**src/rtl/core_l1i_l2_flush_ctrl_pkg.sv**
```systemverilog
// Shared cache-control package.
// Holds the flush sequencer state encoding so the top level and any
// perf counters decode flush_state with the same names.
package core_l1i_l2_flush_ctrl_pkg;

  // 3-bit encoding; values 5..7 are unused and recover to IDLE.
  typedef enum logic [2:0] {
    FS_IDLE         = 3'd0,
    FS_WAIT_L1D_L1I = 3'd1,
    FS_GOT_L1D      = 3'd2,
    FS_GOT_L1I      = 3'd3,
    FS_FLUSH_L2     = 3'd4
  } flush_state_t;

endpackage

```
**src/rtl/core_l1i_l2_flush_ctrl.sv**
```systemverilog
// Cache-flush sequencer between the core, L1I, L1D and the unified L2.
// Accepts a flush request for either or both L1s, waits for every requested
// L1 to report completion, issues one L2 flush request and waits for the L2
// to finish. The core is held in flush mode for the whole sequence.
//
// Ports:
//   clk, reset          clock; synchronous active-high reset
//   flush_req_l1i/l1d   core flush requests (pulses, sampled in IDLE only)
//   l1i/l1d/l2_flush_complete   completion pulses from the caches
//   in_flush_mode       high while a sequence is in progress
//   flush_l2            one-cycle request to the L2 to start flushing
//   flush_state         current state encoding (debug / perf)
//   flush_count         completed sequences, wraps modulo 2^CNT_W
//
// Signalling: every input is a single-cycle pulse with no back-pressure.
// A pulse is acted on only in a state that is listening for it; anything
// else (requests outside IDLE, completions in IDLE or for an L1 already
// done) is dropped, never queued.
module core_l1i_l2_flush_ctrl
  import core_l1i_l2_flush_ctrl_pkg::*;
#(
  parameter int CNT_W = 64
) (
  input  logic             clk,
  input  logic             reset,
  input  logic             flush_req_l1i,
  input  logic             flush_req_l1d,
  input  logic             l1i_flush_complete,
  input  logic             l1d_flush_complete,
  input  logic             l2_flush_complete,
  output logic             in_flush_mode,
  output logic             flush_l2,
  output logic [2:0]       flush_state,
  output logic [CNT_W-1:0] flush_count
);

  flush_state_t     state_q, state_d;
  logic             mode_q, mode_d;
  logic             l2_req_d;
  logic [CNT_W-1:0] cnt_q, cnt_d;

  always_comb begin
    state_d  = state_q;
    mode_d   = mode_q;
    l2_req_d = 1'b0;
    cnt_d    = cnt_q;
    case (state_q)
      FS_IDLE: begin
        // A single request means the other L1 is treated as already done,
        // so the "GOT" state named after the other cache is entered.
        if (flush_req_l1i && flush_req_l1d) begin
          state_d = FS_WAIT_L1D_L1I;
          mode_d  = 1'b1;
        end else if (flush_req_l1i) begin
          state_d = FS_GOT_L1D;
          mode_d  = 1'b1;
        end else if (flush_req_l1d) begin
          state_d = FS_GOT_L1I;
          mode_d  = 1'b1;
        end
      end
      FS_WAIT_L1D_L1I: begin
        if (l1i_flush_complete && l1d_flush_complete) begin
          state_d  = FS_FLUSH_L2;
          l2_req_d = 1'b1;
        end else if (l1d_flush_complete) begin
          state_d = FS_GOT_L1D;
        end else if (l1i_flush_complete) begin
          state_d = FS_GOT_L1I;
        end
      end
      FS_GOT_L1D: begin
        if (l1i_flush_complete) begin
          state_d  = FS_FLUSH_L2;
          l2_req_d = 1'b1;
        end
      end
      FS_GOT_L1I: begin
        if (l1d_flush_complete) begin
          state_d  = FS_FLUSH_L2;
          l2_req_d = 1'b1;
        end
      end
      FS_FLUSH_L2: begin
        // The L2 may complete in the very cycle flush_l2 is high.
        if (l2_flush_complete) begin
          state_d = FS_IDLE;
          mode_d  = 1'b0;
          cnt_d   = cnt_q + CNT_W'(1);
        end
      end
      default: begin
        state_d = FS_IDLE;
        mode_d  = 1'b0;
      end
    endcase
  end

  // flush_l2 registers the entry-into-FLUSH_L2 condition, so it is high
  // exactly for the first cycle spent in FLUSH_L2.
  always_ff @(posedge clk) begin
    if (reset) begin
      state_q  <= FS_IDLE;
      mode_q   <= 1'b0;
      flush_l2 <= 1'b0;
      cnt_q    <= '0;
    end else begin
      state_q  <= state_d;
      mode_q   <= mode_d;
      flush_l2 <= l2_req_d;
      cnt_q    <= cnt_d;
    end
  end

  assign in_flush_mode = mode_q;
  assign flush_state   = state_q;
  assign flush_count   = cnt_q;

endmodule

```
**config.mk**
```make
export PLATFORM = sky130hd
export DESIGN_NAME = core_l1i_l2_flush_ctrl
export DESIGN_NICKNAME = d
export VERILOG_FILES = /design/src/rtl/core_l1i_l2_flush_ctrl_pkg.sv /design/src/rtl/core_l1i_l2_flush_ctrl.sv
export SDC_FILE = /design/constraint.sdc
export NUM_CORES = 1
export LEC_CHECK = 0
export ABC_CLOCK_PERIOD_IN_PS = 1800
export BUFFER_PORTS_ARGS = -buffer_cell sky130_fd_sc_hd__buf_2
export CORE_MARGIN = 1
export CORE_UTILIZATION = 45
export CTS_BUF_LIST = sky130_fd_sc_hd__clkbuf_4 sky130_fd_sc_hd__clkbuf_8 sky130_fd_sc_hd__clkbuf_16
export CTS_CLUSTER_DIAMETER = 50
export DETAILED_ROUTE_END_ITERATION = 10
export GPL_ROUTABILITY_DRIVEN = 0
export GPL_TIMING_DRIVEN = 0
export PLACE_DENSITY = 0.8
export SLEW_MARGIN = 30
export SYNTH_ARGS = -nofsm -noshare
export SYNTH_HDL_FRONTEND = slang
export SYNTH_SLANG_ARGS = --single-unit
export TNS_END_PERCENT = 1
```
**constraint.sdc**
```tcl
create_clock -name clk -period 1.8 [get_ports clk]
set_input_delay 0.09 -clock clk [delete_from_list [all_inputs] [get_ports clk]]
set_output_delay 0.09 -clock clk [all_outputs]
set_load 0.02 [all_outputs]
```
== Word-level counts from Yosys, hierarchy flattened ==
Cells that the tools add are included.
Storage, ports and cells
  register bits after elaboration: 69
  input bits: 7
  output and inout bits: 69
  word-level logic and storage cells: 41
Cells by class
  add/subtract/negate cells: 1
  eq/ne operators: 9
  muxes and demuxes: 19
  bitwise gates (word level): 1
  reductions and logical operators: 7
Operator list (count)
  64-bit by 1-bit adder with 64-bit output (second input constant): 1
  3-bit two-way mux: 9
  3-bit case mux with 5 select lines: 1
  4-bit inequality test (second input constant): 2
  1-bit two-way mux: 7
  3-bit by 2-bit equality test with 1-bit output (second input constant): 2
  2-bit inequality test (second input constant): 3
  1-bit case mux with 3 select lines: 2
  5-bit AND reduction: 1
  3-bit by 1-bit equality test with 1-bit output (second input constant): 1
  3-bit equality test (second input constant): 1
  3-bit zero test: 1
  3-bit AND reduction: 1
  3-bit OR reduction: 1
  1-bit logical AND: 2
  2-bit AND reduction: 1
  1-bit inverter: 1

== Logic depth before layout (Yosys ltp) ==
  word-level depth: 4
  depth in mapped cells: 8
  mapped depth without buffers: 6

== Worst setup path after synthesis ==
OpenSTA, ideal clock, no wires.
  path type: flip-flop to flip-flop
  start: reg cnt_q[30] (netlist: flush_count[30])
  end: reg cnt_q[51] (netlist: flush_count[51])
  setup time: 0.070 ns
  arrival time: 1.989 ns
  data required time: 1.730 ns
  setup slack: -0.259 ns
  cell stages (with the launch flop): 6
  path buffers: 1
  period minus slack after synthesis: 2.059 ns
  cell sequence: dfxtp_1 -> nand4_4 -> or4_1 -> buf_2 -> or4_1 -> a21oi_1
Between the ends
  word-level cells in the longest chain between the ends: 1
RTL lines
  from (decl): RTL line core_l1i_l2_flush_ctrl.sv:40  | logic [CNT_W-1:0] cnt_q, cnt_d;
  from (signal assigned): RTL line core_l1i_l2_flush_ctrl.sv:111  | cnt_q <= cnt_d;
  64-bit by 1-bit adder with 64-bit output: RTL line core_l1i_l2_flush_ctrl.sv:89  | cnt_d = cnt_q + CNT_W'(1);
Every way passes these cells.
A chain may end at the register's enable or synchronous reset.

== Worst setup path after layout ==
  start: reg state_q[0] (netlist: flush_state[0])
  end: reg cnt_q[38] (netlist: flush_count[38])
Between the ends
  word-level cells in the longest chain between the ends: 2
RTL lines
  from (decl): RTL line core_l1i_l2_flush_ctrl.sv:37  | flush_state_t state_q, state_d;
  from (signal assigned): RTL line core_l1i_l2_flush_ctrl.sv:108  | state_q <= state_d;
  3-bit equality test: RTL line core_l1i_l2_flush_ctrl.sv:47  | case (state_q)
  2-bit AND reduction (no line)
Every way passes these cells.

==> summary.txt <==
Floorplanning
  • Die width: 90.25 um
  • Die area: 8145 um2
  • Die Ht: between 90 and 100 um
  • Core Area: 7408 um2
  • Row cnt: 31
  • I/O pins: 76
  • Initial core utilization: 0.4731

Critical path
  • Reg2reg setup slack: -0.19 ns
  • Arr. time, crit path: 2.26 ns
  • Worst EP required: slightly above 2 ns
  • Slowest cell on crit path: dfxtp_4
  • Crit path kind: register to register
  • WP buf/inv: 2
  • Crit-path cells: nand4bb_4 -> nor4_4 -> buf_4 -> nand4_4 -> buf_6 -> or3_4 -> a21oi_2
  • CP Capture Type: register
  • Critical path's top delay family: simple AND/OR/NAND/NOR gates
  • Critical path launch point type: register
  • Critical path's largest stage delay: 0.36 ns
  • Maximum fanout along the worst path: 4

Hold path
  • Hold Path Class: primary input to register

Cells and area
  • Fin nets: 539
  • Leading cell type in the layout, fill and taps excluded: buf_2
  • Area delta synth->final: 40.41%
  • Commonest cells after routing, fill and taps aside: buf_2 (75), nor2_1 (46), nand2_1 (31), buf_4 (26), dfxtp_1 (26)
  • Cell area after layout: 4921 um2
  • Area taken by multi-input logic gates: about 2400 um2
  • Share of layout cells above drive strength 1: 0.4160
  • Final std cells w/o fill: 635
  • Antenna Cells: 0
  • Filler instances: approximately 600
  • FF/Latch Area: around 1500 um2

Logic synthesis
  • Avg Inst Size Synth: approximately 8.4 um2
  • Syn Nets: about 430
  • Post-synthesis cell area: 3505 um2
  • Synth unique cells: 46
  • Post-synthesis register bit count: between 60 and 70
  • Cells after Synth: about 420
  • Register area share after synthesis: 0.3941
  • Synth warnings: 0

Clocking
  • H-tree levels: 3
  • Inserted Clock Buffers: 9
  • Clock latency on the worst-skew pair: 0.35 ns
  • CTS tree: yes
  • Clk sinks: just under 70
  • Worst-path clk slew: 0.07 ns
  • CTS Hold Bufs: 0
  • Clock Tree Buf Depth: 2
  • Clock Tree Root: clkbuf_8

Placement
  • Instance area at placement: 4182 um2
  • IO buf count: 74
  • Place WS: -0.5371 ns
  • Post-placement cell count: around 600
  • HPWL Detailed: 6620 um

GRT
  • Initial antenna violation count: 0
  • Largest net degree at the start of global routing: 12
  • First-pass GRT wire length: 16690 um
  • Total gr overflow: 0
  • Tot GR Track Use: 0.2545
  • Number of global-route vias before repair: ~3400

Timing
  • Max_slew headroom: 0.6122
  • Final setup viols: 45
  • Tightest Pin Transition: 0.5817 ns
  • Tcrit/Tclk final: 1.105
  • Fin. Hold Viols: 0
  • Final clock skew: around 0.014 ns
  • Slack of the critical path: -0.1899 ns
  • Hold Worst Slack: 0.07880 ns
  • Max Clk Rate: 0.5026 GHz
  • Pins Over Slew Limit: 0
  • Unrepaired setup endpoints after global routing: yes
  • Min Tclk post-route: 1.990 ns

Routing
  • Post-route antenna net violation count: 0
  • Initial drt markers: 309
  • Final WL: 11060 um
  • DR pass1 iterations: 5
  • Vias per inst: 5.950
  • Routed wire per std cell: 17.41 um
  • Vias: between 3000 and 4000
  • DR DRC count: 0

Power
  • Maximum VDD drop: 0.0005791 V
  • Pwr Density: 732.4 nW/um2
  • Leakage: between 2 and 2.5 nW
  • Design Power: between 0.003 and 0.004 W

Outcome
  • Status: finished, violations left
  • Violated checks: setup timing

Run
  • Max cap viols: 0
[worst paths after layout]
path / startpoint / end / cells past startpoint
setup / recovery: flush_state[0] / flush_count[38] / 7
hold / removal: l1d_flush_complete / flush_state[0] / 4
setup reg to reg: flush_state[0] / flush_count[38] / 7
hold reg to reg: flush_count[61] / flush_count[61] / 2
[state kept, by name, summed over array words and instances (netlist names)]
name,flops
in_flush_mode,1
flush_count,64
flush_l2,1
flush_state,3
[worst reg2reg max path, cell delays in order (launching register included)]
cell       delay (ns)
dfxtp_4          0.36
nand4bb_4        0.29
nor4_4           0.35
buf_4            0.18
nand4_4          0.12
buf_6            0.16
or3_4            0.33
a21oi_2          0.14
[stage by stage]
step / setup TNS [ns] / util
2_1_floorplan: -1.446 / -
3_3_place_gp: -7.178 / 0.5644
3_5_place_dp: -8.975 / 0.5644
4_1_cts: -2.174 / 0.6391
5_1_grt: -7.890 / 0.6642
6_report: -4.928 / 0.6642
[routing by layer]
layer | global-route usage | part of all wire
met5 | 0 | 0
met4 | 0.09812 | 0.028
met3 | 0.05471 | 0.072
met2 | 0.4256 | 0.49
met1 | 0.3199 | 0.41
[synthesized netlist by cell type, drive strengths merged]
cell | count | area, um2
mux2 | 1 | 11.26
nor3 | 9 | 45.04
nand3 | 24 | 120.1
nor4b | 1 | 8.760
nand4b | 2 | 32.53
buf | 9 | 61.30
and4 | 5 | 43.79
o21ai | 26 | 130.1
nor2b | 2 | 12.51
nand4bb | 1 | 27.53
a31oi | 1 | 6.260
and3 | 9 | 56.30
nand4 | 28 | 224.0
nand2b | 4 | 25.02
nand2 | 32 | 120.1
ha | 1 | 12.51
a2bb2oi | 1 | 8.760
nor4 | 13 | 127.6
xor2 | 18 | 157.7
nor2 | 46 | 172.7
xnor2 | 15 | 131.4
or2 | 1 | 6.260
dfxtp | 69 | 1381
or3 | 24 | 152.6
clkbuf | 10 | 37.54
o221ai | 1 | 8.760
o211ai | 1 | 7.510
a221oi | 1 | 8.760
o31ai | 8 | 60.06
nor4bb | 1 | 10.01
or4 | 10 | 75.07
o21bai | 1 | 7.510
inv | 5 | 18.77
a21oi | 31 | 155.2
a211oi | 1 | 7.510
and2 | 4 | 25.02
nor3b | 1 | 7.510
[power by group]
part	internal, W	switching [W]	leakage, nW
combinational	0.000273	0.000329	1.42
clock	0.000802	0.000579	0.114
sequential	0.00157	0.0000550	0.584
total	0.00264	0.000963	2.12
[area by class of cell]
cell class | instances | area share
well taps | 99 | 0.02517
clock buffers | 15 | 0.03814
multi-input cells | 327 | 0.4795
flip-flops and latches | 69 | 0.3018
clock inverters | 1 | 0.006102
inverters | 5 | 0.003814
repair buffers | 102 | 0.1210
plain buffers | 17 | 0.02441
[what timing repair did]
item                       in CTS  in global routing
setup buffers                  24                  3
resized for setup              30                 33
setup endpoints to repair      38                 46
pin swaps                      19                 17
cloned                          2                  2
[logic make-up after synthesis]
logic type               after synthesis  synth area share
flip-flops                            69            0.3941
adder cells (fa/ha/maj)                1          0.003570
AND/OR/NAND/NOR                      217            0.3688
XOR/XNOR                              33           0.08247
buffers and inverters                 24           0.03356
multiplexers                           1          0.003213
AO/OA/AOI/OAI                         72            0.1142
(Power assumes the default switching activity.)
